<file path="config.mk">
export PLATFORM = sky130hd
export DESIGN_NAME = ball_keygen
export DESIGN_NICKNAME = d
export VERILOG_FILES = /design/src/rtl/ball_keygen.sv
export SDC_FILE = /design/constraint.sdc
export NUM_CORES = 1
export LEC_CHECK = 0
export CAP_MARGIN = 10
export CELL_PAD_IN_SITES_DETAIL_PLACEMENT = 1
export CELL_PAD_IN_SITES_GLOBAL_PLACEMENT = 1
export CORE_ASPECT_RATIO = 0.8
export CORE_MARGIN = 4
export CORE_UTILIZATION = 39
export CTS_CLUSTER_DIAMETER = 200
export DETAILED_ROUTE_END_ITERATION = 6
export GPL_TIMING_DRIVEN = 0
export HOLD_SLACK_MARGIN = 0.02
export PLACE_DENSITY = 0.95
export SLEW_MARGIN = 40
export SYNTH_ARGS = -nofsm -noshare
export SYNTH_HDL_FRONTEND = slang
export SYNTH_SLANG_ARGS = --single-unit
</file>
<file path="constraint.sdc">
create_clock -name frame_clk -period 5.4 [get_ports frame_clk]
set_input_delay 1.08 -clock frame_clk [delete_from_list [all_inputs] [get_ports frame_clk]]
set_output_delay 1.08 -clock frame_clk [all_outputs]
set_load 0.01 [all_outputs]
</file>
<file path="src/rtl/ball_keygen.sv">
// Keyboard report -> per-ball steering codes; optional stale timeout via BALL_KEYGEN_STALE_TIMEOUT_EN.
// Latency: report captured at edge N, keycodes/press pulses update at edge N+5.
// Backpressure: report_ready high only in IDLE; reports offered while busy are dropped, not queued.
module ball_keygen #(
    parameter logic [7:0] RED_CW       = 8'h07,
    parameter logic [7:0] RED_CCW      = 8'h04,
    parameter logic [7:0] BLUE_CW      = 8'h4F,
    parameter logic [7:0] BLUE_CCW     = 8'h50,
    parameter logic [7:0] STALE_FRAMES = 8'd60
) (
    input  logic        frame_clk,
    input  logic        Reset,
    input  logic        report_valid,
    input  logic [31:0] report_keys,
    output logic        report_ready,
    output logic [7:0]  keycode_red,
    output logic [7:0]  keycode_blue,
    output logic        press_red,
    output logic        press_blue,
    output logic        stale
);

    localparam logic [7:0] CODE_CW   = 8'd7;
    localparam logic [7:0] CODE_CCW  = 8'd4;
    localparam logic [7:0] CODE_NONE = 8'd0;

    typedef enum logic [1:0] {IDLE, SCAN, PUBLISH} state_t;

    state_t      r_state;
    logic [1:0]  r_idx;
    logic [31:0] r_keys;
    logic        r_red_cw, r_red_ccw, r_blue_cw, r_blue_ccw;
    logic [7:0]  r_key_red, r_key_blue;
    logic        r_press_red, r_press_blue;

    logic        w_capture;
    logic [7:0]  w_byte;
    logic [7:0]  w_red_next, w_blue_next;

    assign w_capture = (r_state == IDLE) && report_valid;

    always_comb begin
        w_byte = 8'h00;
        case (r_idx)
            2'd0: w_byte = r_keys[7:0];
            2'd1: w_byte = r_keys[15:8];
            2'd2: w_byte = r_keys[23:16];
            2'd3: w_byte = r_keys[31:24];
            default: w_byte = 8'h00;
        endcase
    end

    // Opposing directions on the same ball cancel to no steering.
    always_comb begin
        w_red_next = CODE_NONE;
        if (r_red_cw && !r_red_ccw)
            w_red_next = CODE_CW;
        else if (r_red_ccw && !r_red_cw)
            w_red_next = CODE_CCW;
        w_blue_next = CODE_NONE;
        if (r_blue_cw && !r_blue_ccw)
            w_blue_next = CODE_CW;
        else if (r_blue_ccw && !r_blue_cw)
            w_blue_next = CODE_CCW;
    end

`ifdef BALL_KEYGEN_STALE_TIMEOUT_EN
    logic [7:0] r_stale_cnt;
    logic       r_stale;
`endif

    always_ff @(posedge frame_clk or posedge Reset) begin
        if (Reset) begin
            r_state      <= IDLE;
            r_idx        <= 2'd0;
            r_keys       <= 32'h0;
            r_red_cw     <= 1'b0;
            r_red_ccw    <= 1'b0;
            r_blue_cw    <= 1'b0;
            r_blue_ccw   <= 1'b0;
            r_key_red    <= CODE_NONE;
            r_key_blue   <= CODE_NONE;
            r_press_red  <= 1'b0;
            r_press_blue <= 1'b0;
`ifdef BALL_KEYGEN_STALE_TIMEOUT_EN
            r_stale_cnt  <= 8'd0;
            r_stale      <= 1'b0;
`endif
        end else begin
            r_press_red  <= 1'b0;
            r_press_blue <= 1'b0;
            case (r_state)
                IDLE: begin
                    if (w_capture) begin
                        r_keys     <= report_keys;
                        r_red_cw   <= 1'b0;
                        r_red_ccw  <= 1'b0;
                        r_blue_cw  <= 1'b0;
                        r_blue_ccw <= 1'b0;
                        r_idx      <= 2'd0;
                        r_state    <= SCAN;
                    end
                end
                SCAN: begin
                    if (w_byte == RED_CW)   r_red_cw   <= 1'b1;
                    if (w_byte == RED_CCW)  r_red_ccw  <= 1'b1;
                    if (w_byte == BLUE_CW)  r_blue_cw  <= 1'b1;
                    if (w_byte == BLUE_CCW) r_blue_ccw <= 1'b1;
                    r_idx <= r_idx + 2'd1;
                    if (r_idx == 2'd3)
                        r_state <= PUBLISH;
                end
                PUBLISH: begin
                    r_key_red    <= w_red_next;
                    r_key_blue   <= w_blue_next;
                    r_press_red  <= (r_key_red == CODE_NONE) && (w_red_next != CODE_NONE);
                    r_press_blue <= (r_key_blue == CODE_NONE) && (w_blue_next != CODE_NONE);
                    r_state      <= IDLE;
                end
                default: r_state <= IDLE;
            endcase
`ifdef BALL_KEYGEN_STALE_TIMEOUT_EN
            if (w_capture)
                r_stale_cnt <= 8'd0;
            else if (r_stale_cnt != 8'hFF)
                r_stale_cnt <= r_stale_cnt + 8'd1;

            // A capture on the same edge suppresses the timeout.
            if (r_state == PUBLISH)
                r_stale <= 1'b0;
            else if ((r_state == IDLE) && !w_capture && (r_stale_cnt >= STALE_FRAMES)) begin
                r_key_red  <= CODE_NONE;
                r_key_blue <= CODE_NONE;
                r_stale    <= 1'b1;
            end
`endif
        end
    end

    assign report_ready = (r_state == IDLE);
    assign keycode_red  = r_key_red;
    assign keycode_blue = r_key_blue;
    assign press_red    = r_press_red;
    assign press_blue   = r_press_blue;
`ifdef BALL_KEYGEN_STALE_TIMEOUT_EN
    assign stale = r_stale;
`else
    assign stale = 1'b0;
`endif

endmodule

</file>
# --- Yosys cells after proc, flatten, opt, wreduce, memory -nomap -nowiden ---
# Cells that the tools add are included.
totals:
  reg_bits: 58
  in_bits: 35
  wordCells: 73
op_classes:
  n_addsub: 1
  n_eq_ne: 15
  mux: 21
  n_reduce_logical: 25
op_table:
  columns: ["cell", "count"]
  rows:
  - ["one-hot mux 8 bit (4 select lines)", 1]
  - ["== test 8 x 3 -> 1 bit (second input constant)", 2]
  - ["== test 8 x 7 -> 1 bit (second input constant)", 2]
  - ["zero test 8 bit", 2]
  - ["nonzero test 8 bit", 2]
  - ["2-to-1 mux 3 bit", 4]
  - ["AND reduction 3 bit", 4]
  - ["inequality test 2 bit (second input constant)", 5]
  - ["one-hot mux 1 bit (2 select lines)", 4]
  - ["one-hot mux 2 bit (2 select lines)", 2]
  - ["logical AND 1 bit", 7]
  - ["2-to-1 mux 1 bit", 7]
  - ["== test 2 bit (second input constant)", 3]
  - ["2-to-1 mux 2 bit", 3]
  - ["AND reduction 2 bit", 3]
  - ["== test 2 x 1 -> 1 bit (second input constant)", 2]
  - ["zero test 1 bit", 4]
  - ["zero test 2 bit", 2]
  - ["adder 2 x 1 -> 2 bit (second input constant)", 1]
  - ["inequality test 2 x 1 -> 1 bit (second input constant)", 1]
  - ["nonzero test 2 bit", 1]

# --- Logic depth before layout (Yosys ltp) ---
logic_depth:
  depth_word: 7
  mapped_depth: 7

# --- Least setup slack after synthesis ---
# Ideal clock, no wire load.
synth_path:
  kind: "reg2reg"
  startpoint: "register r_idx[0]"
  endpoint: "register r_red_ccw"
  setup_time_ns: 0.068
  t_arrival_ns: 1.708
  slack_ns: 3.625
  stages_incl_launch_ff: 8
  path_buffers: 1
  period_less_slack_ns: 1.775
  path_cell_list: "dfrtp_1 inv_1 ha_1 buf_6 a222oi_1 mux2i_1 nor4_2 a32o_1"
synth_via:
  elab_chain_cells: 5
  word_cells_on_any_way: 8
  cone_classes: "5 x eq/ne; 1 x mux; 2 x reduce/logical"
synth_rtl:
  columns: ["element", "line", "text"]
  rows:
  - ["from (decl)", "30", "logic [1:0] r_idx;"]
  - ["from (signal assigned)", "109", "r_idx <= r_idx + 2'd1;"]
  - ["== test 2 bit (tied with other cells)", "44", "case (r_idx)"]
  - ["one-hot mux 8 bit (4 select lines) *", "44", null]
  - ["== test 8 x 3 -> 1 bit *", "106", "if (w_byte == RED_CCW) r_red_ccw <= 1'b1;"]
  - ["inequality test 2 bit (no source line) *", null, null]
  - ["AND reduction 3 bit (no source line) *", null, null]
  - ["to (signal assigned)", "78", "r_red_ccw <= 1'b0;"]
  - ["to (signal assigned)", "97", "r_red_ccw <= 1'b0;"]
  - ["to (signal assigned)", "106", null]
  - ["to (decl)", "32", "logic r_red_cw, r_red_ccw, r_blue_cw, r_blue_ccw;"]
# Mark *: on every way between the ends. The rest lies on a longest branch, timed or not.
# A chain may end at the register's enable or synchronous reset.

# --- Final worst setup path ---
layout_path:
  startpoint: "register r_state[0]"
  endpoint: "output port report_ready"
layout_via:
  elab_chain_cells: 1
layout_rtl:
  columns: ["element", "line", "text"]
  rows:
  - ["from (decl)", "29", "state_t r_state;"]
  - ["from (signal assigned)", "74", "r_state <= IDLE;"]
  - ["from (signal assigned)", "101", "r_state <= SCAN;"]
  - ["from (signal assigned)", "111", "r_state <= PUBLISH;"]
  - ["zero test 2 bit", "140", "assign report_ready = (r_state == IDLE);"]
  - ["to (decl)", "15", "output logic report_ready,"]
# No other way between the ends.

==> results.toml <==
[route]
highest_layer = "met4"
antenna_left = 0
firstDrtPassIters = 4
wl_um = 5740
wl_met1_um = 2450
drtIter0Drc = 64
via_per_inst = 5.04
vias = 1784
wl_per_cell_um = 16.2
dr_wl_met3_um = 327
route.detailed.drc = 0
wl_met2_um = 2890

[timing]
rsz0062_at_grt = "no"
holdWs_ns = 0.471
hold_viol = 0
fmax_mhz = 389
drv_slew = 0
setup_viol = 0
period_share = 0.476
fin_worst_skew_ns = 0.00813
period_minus_slack_ns = 2.57
worst_pin_slew_ns = 0.545
relSlewSlack = 0.637
final.setup.tns_ns = 0

[global_route]
grt_pass1_vias = 2006
grt_pass1_wl_um = 9790
overflow = 0
grt_max_degree = 29
grt_use_total = 0.188
antenna_found_initial = 0

[synthesis]
synth_seq_area_share = 0.533
syn_inst = 230
ys_ff_latch = 46
synthDistinctLibCells = 27
yosysWarnings = 0
synthesis.area_um2 = 2160
avgSynthCellArea_um2 = 9.38

[clock_network]
cts_hold_buf = 0
cts_resized = 0
cts.sinks = 46
clk_pin_slew_worst_paths_ns = 0.09
cts_root_buffer = "clkbuf_8"
clk_latency_ns = 0.30
cts_buffer_depth = 2
numCtsBuffers = 5
cts_tree = "done"
post_cts_buffers = 0
htreeDepth = 2

[flow_run]
maxCapViolCount = 0

[place]
portBuffers = 43
placed_cells = 346
hpwl_um = 4350
gp_congestion = 0.759

[power_and_ir_drop]
seqPwrFrac = 0.407
pwr-share-comb = 0.412
p_total_mw = 1.41
leakage_nw = 1.39
switching_share = 0.384
p_int_mw = 0.871
powerDensity_nw_per_um2 = 498
peakVddDrop_mv = 0.191
p_clk_frac = 0.181
power_switching_mw = 0.542

[finish]
final_nets = 332
area_growth_pct = 31.4
n_antenna_cell = 0
fill_cells = 599
stdcell_count = 354
drive_gt1_frac = 0.127

[hold_path]
hp-class = "register to register"
hp-start = "keycode_red[2]"

[die]
std_cell_rows = 23
die_w_um = 91.2
initial_utilization = 0.417
die-area_um2 = 6800
die_h_um = 74.5
io_pins = 55
core_um2 = 5180

[worst_setup_path]
cp-end-kind = "primary output"
startpoint_type = "register"
rr_startpoint = "r_idx[0]"
arrival_ns = 1.49
critical_path_class = "register to primary output"
path_max_fanout = 6
cp.required_ns = 4.32
crit_start = "r_state[0]"

[status]
outcome = "completed"
per-layer routing:
layer | vias to the layer above | global-route usage
met3 | 8 | 0.0566
met1 | 877 | 0.216
met5 | - | 0
met4 | 0 | 0.0569
li1 | 845 | -
met2 | 54 | 0.344
worst max-delay path, stage by stage, from the launching register on:
cell and delay, ns:
dfrtp_1 0.44, nor2_1 0.19, clkdlybuf4s50_1 0.56
layout make-up:
type                    count  area (µm²)  area share
inverters                  12        47.5      0.0168
clock buffers               6        72.6      0.0256
plain buffers              25         158      0.0556
multi-input cells         157         842       0.297
well taps                  62        77.6      0.0273
repair buffers             44         450       0.159
flip-flops and latches     46        1150       0.406
clock inverters             2        37.5      0.0132
synth_stat cells:
master,count,area share
buf_2,6,0.014
nor3b_1,1,0.0035
clkbuf_1,5,0.0087
o21bai_1,1,0.0035
ha_1,6,0.035
nand2b_1,2,0.0058
a21oi_1,5,0.012
a22oi_1,2,0.0070
o21ai_0,9,0.021
and4_1,1,0.0041
and2_1,2,0.0058
mux2_2,6,0.031
buf_4,13,0.045
a32o_1,4,0.019
a222oi_1,6,0.028
nor2_1,2,0.0035
conb_1,1,0.0017
a22o_1,1,0.0041
nor4_2,1,0.0058
buf_6,1,0.0052
mux2i_1,2,0.0093
dfrtp_1,46,0.53
nand2_1,88,0.15
inv_1,12,0.021
nor2b_1,3,0.0087
and2_2,1,0.0035
nor4_1,3,0.0087
through the flow:
| step | util | area, µm² | setup WS (ns) |
|---|---|---|---|
| 6_report | 0.548 | 2840 | 2.83 |
| 5_1_grt | 0.548 | 2840 | 2.74 |
| 4_1_cts | 0.548 | 2840 | 2.81 |
| 3_5_place_dp | 0.526 | 2730 | 2.92 |
| 3_3_place_gp | 0.522 | 2700 | 2.33 |
| 2_1_floorplan | - | 2200 | 3.23 |
power groups by stage:
stage | logic, mW | clock network (mW) | registers, mW
6_report | 0.581 | 0.256 | 0.576
5_1_grt | 0.660 | 0.276 | 0.593
4_1_cts | 0.583 | 0.262 | 0.573
3_5_place_dp | 0.574 | 0 | 0.577
3_3_place_gp | 0.532 | 0 | 0.566
2_1_floorplan | 0.398 | 0 | 0.549
state kept, by name, indices dropped and copies added, names as in the netlist, 2 cells and up:
signal,count
keycode_red,2
r_keys,32
keycode_blue,2
r_state,2
r_idx,2
path summary, 6_finish.rpt:
| check | endpoint | slack [ns] | cells past startpoint |
|---|---|---|---|
| worst max-delay path | report_ready | 2.83 | 2 |
| max in group asynchronous | r_keys[29] | 3.90 | 3 |
| worst min-delay path | press_red | 0.47 | 1 |
| worst max register to register | r_red_cw | 3.14 | 7 |
| worst min register to register | press_red | 0.47 | 1 |
| min in group asynchronous | r_idx[0] | 1.07 | 2 |
placed cells by master, fill, tap and decap left out, types with 2 or more instances in the layout:
cell / count
ha_1: 6
clkbuf_1: 6
mux2i_1: 2
buf_2: 6
clkbuf_8: 5
nand2b_1: 2
o21ai_0: 9
inv_1: 11
nor4_1: 3
and2_1: 2
nand2_1: 88
a222oi_1: 6
nor2b_1: 3
a32o_1: 4
nor2_1: 2
a21oi_1: 5
a22oi_1: 2
clkdlybuf4s50_1: 43
mux2_2: 6
conb_1: 11
dfrtp_1: 46
buf_4: 13
cell families (layout without fill, tap and decap cells):
logic type / Yosys count / after routing / share of synthesized area
AOI/OAI and AO/OA: 28 / 28 / 0.0933
buffers and inverters: 37 / 89 / 0.0939
adders and majority gates: 6 / 6 / 0.0348
muxes: 8 / 8 / 0.0406
DFF: 46 / 46 / 0.533
other: 1 / 11 / 0.00174
and+or+nand+nor: 104 / 104 / 0.202
No activity file was read; power rests on OpenSTA's default activity.
